==> src/rtl/imem_pipe.sv <==
`timescale 1ns/1ps
`default_nettype none
// ============================================================================
// Module      : imem_pipe
// Description : Read-only instruction memory for the fetch stage. Fixed
//               response latency, up to MAX_OUTSTANDING in-flight requests,
//               in-order responses with error flag and fetch flush/redirect.
// Revision    : 1.0 - initial release
// ============================================================================
module imem_pipe #(
    parameter int LAT             = 5,
    parameter int MAX_OUTSTANDING = 4,
    parameter int DEPTH_WORDS     = 4096
) (
    input  logic        clk_i,
    input  logic        rstn_i,
    input  logic        req_valid_i,
    output logic        req_ready_o,
    input  logic [31:0] req_addr_i,
    input  logic        flush_i,
    output logic        rsp_valid_o,
    input  logic        rsp_ready_i,
    output logic [31:0] rsp_addr_o,
    output logic [31:0] rsp_instr_o,
    output logic        rsp_err_o
);

    localparam int AW = (LAT > 1) ? $clog2(LAT) : 1;
    localparam int PW = (MAX_OUTSTANDING > 1) ? $clog2(MAX_OUTSTANDING) : 1;
    localparam int CW = $clog2(MAX_OUTSTANDING + 1);

    localparam logic [AW-1:0] AGE_MAX  = AW'(LAT - 1);
    localparam logic [CW-1:0] CNT_MAX  = CW'(MAX_OUTSTANDING);
    localparam logic [PW-1:0] PTR_LAST = PW'(MAX_OUTSTANDING - 1);

    // Memory is read-only, so its contents are expressed as a lookup function.
    // Without the DPI loader the fill pattern is mem[i] = i + 0x1000.
    function automatic logic [31:0] rom_word(input logic [29:0] idx);
        return {2'b00, idx} + 32'h0000_1000;
    endfunction

    // Circular-buffer pointer advance; depth need not be a power of two.
    function automatic logic [PW-1:0] ptr_inc(input logic [PW-1:0] p);
        return (p == PTR_LAST) ? '0 : p + 1'b1;
    endfunction

    // Entry storage, indexed by physical slot.
    logic [31:0]   addr_q  [MAX_OUTSTANDING];
    logic [31:0]   addr_d  [MAX_OUTSTANDING];
    logic [31:0]   instr_q [MAX_OUTSTANDING];
    logic [31:0]   instr_d [MAX_OUTSTANDING];
    logic          err_q   [MAX_OUTSTANDING];
    logic          err_d   [MAX_OUTSTANDING];
    logic [AW-1:0] age_q   [MAX_OUTSTANDING];
    logic [AW-1:0] age_d   [MAX_OUTSTANDING];

    logic [PW-1:0] head_q, head_d;
    logic [PW-1:0] tail_q, tail_d;
    logic [CW-1:0] count_q, count_d;

    // Last presented head values, shown while no response is valid.
    logic [31:0]   hold_addr_q, hold_addr_d;
    logic [31:0]   hold_instr_q, hold_instr_d;
    logic          hold_err_q, hold_err_d;

    logic          w_accept;
    logic          w_pop;
    logic [29:0]   w_req_idx;
    logic          w_req_err;
    logic [31:0]   w_req_instr;

    // Ready depends on registered occupancy only; a same-cycle pop does not help.
    assign req_ready_o = (count_q < CNT_MAX);
    assign rsp_valid_o = (count_q != '0) && (age_q[head_q] == AGE_MAX);

    assign w_accept    = req_valid_i && req_ready_o;
    assign w_pop       = rsp_valid_o && rsp_ready_i;

    assign w_req_idx   = req_addr_i[31:2];
    // Out-of-range indices are flagged, never wrapped into the array.
    assign w_req_err   = (req_addr_i[1:0] != 2'b00) ||
                         ({2'b00, w_req_idx} >= 32'(DEPTH_WORDS));
    assign w_req_instr = w_req_err ? 32'h0 : rom_word(w_req_idx);

    assign rsp_addr_o  = rsp_valid_o ? addr_q[head_q]  : hold_addr_q;
    assign rsp_instr_o = rsp_valid_o ? instr_q[head_q] : hold_instr_q;
    assign rsp_err_o   = rsp_valid_o ? err_q[head_q]   : hold_err_q;

    // Next-state: aging, push at tail, pop at head, flush with redirect.
    always_comb begin
        addr_d       = addr_q;
        instr_d      = instr_q;
        err_d        = err_q;
        head_d       = head_q;
        tail_d       = tail_q;
        count_d      = count_q;
        hold_addr_d  = hold_addr_q;
        hold_instr_d = hold_instr_q;
        hold_err_d   = hold_err_q;

        // Every slot ages; stale slots are harmless because they are never read
        // as head until rewritten with age 0.
        for (int i = 0; i < MAX_OUTSTANDING; i++) begin
            age_d[i] = (age_q[i] == AGE_MAX) ? age_q[i] : age_q[i] + 1'b1;
        end

        if (flush_i) begin
            // Everything in flight is dropped; a request accepted this cycle
            // becomes the sole entry.
            head_d  = tail_q;
            tail_d  = w_accept ? ptr_inc(tail_q) : tail_q;
            count_d = w_accept ? CW'(1) : '0;
        end else begin
            head_d  = w_pop    ? ptr_inc(head_q) : head_q;
            tail_d  = w_accept ? ptr_inc(tail_q) : tail_q;
            count_d = count_q + CW'(w_accept) - CW'(w_pop);
        end

        if (w_accept) begin
            addr_d[tail_q]  = req_addr_i;
            instr_d[tail_q] = w_req_instr;
            err_d[tail_q]   = w_req_err;
            age_d[tail_q]   = '0;
        end

        if (rsp_valid_o) begin
            hold_addr_d  = addr_q[head_q];
            hold_instr_d = instr_q[head_q];
            hold_err_d   = err_q[head_q];
        end
    end

    // State registers with asynchronous active-low reset.
    always_ff @(posedge clk_i or negedge rstn_i) begin
        if (!rstn_i) begin
            for (int i = 0; i < MAX_OUTSTANDING; i++) begin
                addr_q[i]  <= '0;
                instr_q[i] <= '0;
                err_q[i]   <= 1'b0;
                age_q[i]   <= '0;
            end
            head_q       <= '0;
            tail_q       <= '0;
            count_q      <= '0;
            hold_addr_q  <= '0;
            hold_instr_q <= '0;
            hold_err_q   <= 1'b0;
        end else begin
            addr_q       <= addr_d;
            instr_q      <= instr_d;
            err_q        <= err_d;
            age_q        <= age_d;
            head_q       <= head_d;
            tail_q       <= tail_d;
            count_q      <= count_d;
            hold_addr_q  <= hold_addr_d;
            hold_instr_q <= hold_instr_d;
            hold_err_q   <= hold_err_d;
        end
    end

endmodule
`default_nettype wire
==> config.mk <==
export PLATFORM = sky130hd
export DESIGN_NAME = imem_pipe
export DESIGN_NICKNAME = d
export VERILOG_FILES = /design/src/rtl/imem_pipe.sv
export SDC_FILE = /design/constraint.sdc
export NUM_CORES = 1
export LEC_CHECK = 0
export BUFFER_PORTS_ARGS = -buffer_cell sky130_fd_sc_hd__buf_2
export CAP_MARGIN = 25
export CORE_MARGIN = 4
export CORE_UTILIZATION = 43
export DETAILED_ROUTE_END_ITERATION = 7
export GPL_ROUTABILITY_DRIVEN = 0
export PLACE_DENSITY = 0.63
export SYNTH_ARGS = -nofsm -noshare
export SYNTH_HDL_FRONTEND = slang
export SYNTH_SLANG_ARGS = --single-unit
export TNS_END_PERCENT = 100
==> constraint.sdc <==
create_clock -name clk_i -period 2.95 [get_ports clk_i]
set_input_delay 0 -clock clk_i [delete_from_list [all_inputs] [get_ports clk_i]]
set_output_delay 0 -clock clk_i [all_outputs]
set_load 0.02 [all_outputs]
==> results.md <==
* Core area at 33500 sq um
* Slew Limit Fails at 0
* NetSw at between 5 and 6 mW
* Die W at 192 microns
* Int Power at around 11 mW
* First-pass GRT wire length at 56.6 mm
* Syn Nets at about 1300
* Antenna Violating Nets Remaining at 0
* Comb pwr share at 0.352
* R2R Path Start: head_q[0]$_DFFE_PN0P_
* R2R Setup Slk at 470 ps
* Final wirelength at 34.2 mm
* Initial Utilization at 0.436
* Mean area per synthesized cell at roughly 11 sq um
* Cell count after placement at around 1800
* HP Class: input port to flip-flop
* Sw frac at 0.344
* Min cycle time layout at approximately 2800 ps
* Total track usage at 0.193
* Top-count cell post-synth: nand2_1
* Share of the synthesized area in the top cell type at 0.582
* Layout area overhead at 17.5%
* Reg clk slew, reported paths at roughly 60 ps
* Via-per-instance ratio at between 5 and 6
* Final Setup Violations at 0
* RSZ-0062 raised after global routing: no
* Fill cells at a little under 3000
* Max Fclk at 357 MHz
* Number of global-route vias before repair at approximately 10000
* Die height at a little under 200 microns
* Cell Area, Synth at around 15000 sq um
* Clk pwr share at 0.265
* Max Buffers Root-to-Sink at 3
* Slew margin rel. at 0.440
* Critical-path maximum fanout at 21
* Skew final at around 21 ps
* CTS Buf Count at 37
* Total power draw at between 15 and 20 mW
* Worst-Margin Slew at about 840 ps
* Clock root buffer: clkbuf_16
* Sequential power share at 0.384
* Initial antenna violation count at 1
* Syn. warnings at 0
* Arr. time, crit path at ~2800 ps
* Postcts setup bufs at 0
* R2R depth at 11
* Layout Cells excl Fill at ~1900
* Final HPWL DP at a little over 20 mm
* IO Count at around 100
* Final Cycle Share at 0.951
* Worst R2R End: count_q[2]$_DFF_PN0_
* Post-synthesis sequential area ratio at 0.582
* Clk sink count at between 300 and 400
* Clk_lat worst skew at 530 ps
* Main synth FF type: dfrtp_1
* Synth unique cells at 34
* Maxcap violations at 0
* Layout cells sized above 1 at 0.234
* Outcome: finished clean
* Die area at around 37000 sq um
* Mean routed wirelength per cell at around 18 microns
* Grt ovf at 0
* Drt drc at 0
* Vias at between 9000 and 10000
* Most instantiated cells after synthesis: 478 x nand2_1, 340 x dfrtp_1, 72 x and2_1, 70 x clkbuf_1, 64 x mux4_2
* Starting DRC count in detailed routing at around 680
* FFs w/ async S/R, synth at 1.00
* Pre-CTS setup slack at about 460 ps
* CP Launch Type: flip-flop
* Fin nets at 1450
* Power Dens Cells at ~980 nW/um^2
* Mapped Cells at 1277
* Critical Path Start: head_q[0]$_DFFE_PN0P_
* CTS H-tree lvls at 2
* Worst Setup Slack, final at between 100 and 150 ps
* IO Port Bufs at between 100 and 150
* Row cnt at 67
* Post-CTS sizing at 0
* WP data required at roughly 3000 ps
* CP endpoint: rsp_instr_o[12]
* FF+latch count, synth at 340
* Final Hold Vio Count at 0
* Post-synth EDFFs at 0
* Synth area leaders: dfrtp_1 58%, nand2_1 12%, mux4_2 9.9%, mux2_4 4.1%, and2_1 3.1%
* CTS tree: done
* VDD IR max at 594 uV
* Leak at approximately 8.6 nW
* Leading area contributor after synthesis: dfrtp_1
* Pin count of the biggest net entering global routing at about 110
* DRT Pass-1 Iters at 5
* Setup CP Type: flip-flop to primary output
* Post-route setup TNS at 0 ps
* CP Capture Type: primary output
## state kept, by name, summed over array words and instances (netlist names)
signal and flops:
addr_q 128, age_q 12, count_q 3, err_q 4
head_q 2, hold_addr_q 32, hold_err_q 1, hold_instr_q 32
instr_q 124, tail_q 2
## worst min-delay path by stage
stage / startpoint / endpoint / slack [ps] / cells past startpoint
floorplan: rstn_i / addr_q[0]$_DFFE_PN0P_ / -300 / 0
global placement: rstn_i / hold_instr_q[20]$_DFF_PN0_ / -60 / 1
detailed placement: rstn_i / hold_instr_q[15]$_DFF_PN0_ / -60 / 1
CTS: rsp_ready_i / head_q[1]$_DFFE_PN0P_ / 30 / 4
global route: req_valid_i / tail_q[0]$_DFFE_PN0P_ / 60 / 5
finish: req_valid_i / tail_q[0]$_DFFE_PN0P_ / 50 / 5
## kinds of logic after synthesis
group	count (synthesis)	share of synthesized area
AO/OA/AOI/OAI	45	0.0186
XOR/XNOR	7	0.00419
adder cells (fa/ha/maj)	19	0.0168
buffers and inverters	107	0.0311
flip-flops	340	0.582
multiplexers	133	0.162
AND/OR/NAND/NOR	626	0.186
## per-stage QoR
step,instance area [sq um],hold slack [ps],util
global route,17200,60.8,0.513
CTS,17200,27.6,0.513
finish,17200,45.4,0.513
global placement,15700,-57.8,0.468
detailed placement,15700,-60.0,0.468
floorplan,14600,-296,-
## cell type report
| class | instances | area, sq um | area share |
|---|---|---|---|
| flip-flops and latches | 340 | 8520 | 0.495 |
| multi-input cells | 830 | 5690 | 0.331 |
| clock buffers | 56 | 1050 | 0.0609 |
| repair buffers | 167 | 1210 | 0.0705 |
| diodes | 1 | 2.50 | 0.000146 |
| inverters | 18 | 67.6 | 0.00393 |
| clock inverters | 8 | 97.6 | 0.00568 |
| well taps | 448 | 561 | 0.0326 |
## power by group through the flow
stage	Sequential, mW	Clock (mW)	Combinational (mW)
after floorplan	6.31	0	4.36
after global placement	6.45	0	5.84
after detailed placement	6.50	0	5.93
after CTS	6.43	4.57	6.00
after global routing	6.58	4.76	6.49
final	6.44	4.44	5.90
## critical path: stages (launching register included)
cell and delay (ps):
dfrtp_4 520, nor4b_4 330, nor3b_2 90, buf_4 170
nor3_4 210, buf_4 390, mux2_2 400, buf_2 160
## layer usage
metal / wire [microns] / GRT usage / up-vias
met3: 1780 / 0.0304 / 52
met1: 15400 / 0.275 / 4903
met2: 16400 / 0.310 / 214
li1: - / - / 4451
met4: 730 / 0.0570 / 0
met5: 0 / 0 / -
## placed cells by master, fill, tap and decap left out, types with 4 or more instances in the layout
cell type / n
mux2_4: 40
clkbuf_8: 5
clkinv_2: 4
and2_1: 68
o21ai_0: 30
and2_2: 4
mux4_2: 64
nor4_1: 5
nand4_1: 33
clkbuf_16: 37
xnor2_1: 7
buf_4: 21
nor2_1: 17
o31ai_1: 10
nand2_1: 474
buf_12: 8
dfrtp_1: 338
nand2_2: 4
buf_2: 102
nor3_1: 7
clkbuf_1: 14
ha_1: 18
inv_1: 18
dlygate4sd3_1: 34
mux2_2: 29
## timing repair
item	CTS	global route
setup endpoints to repair	0	0
hold buffers	35	0
hold endpoints to repair	529	0
Note: power is estimated with default switching activity, not from simulation.
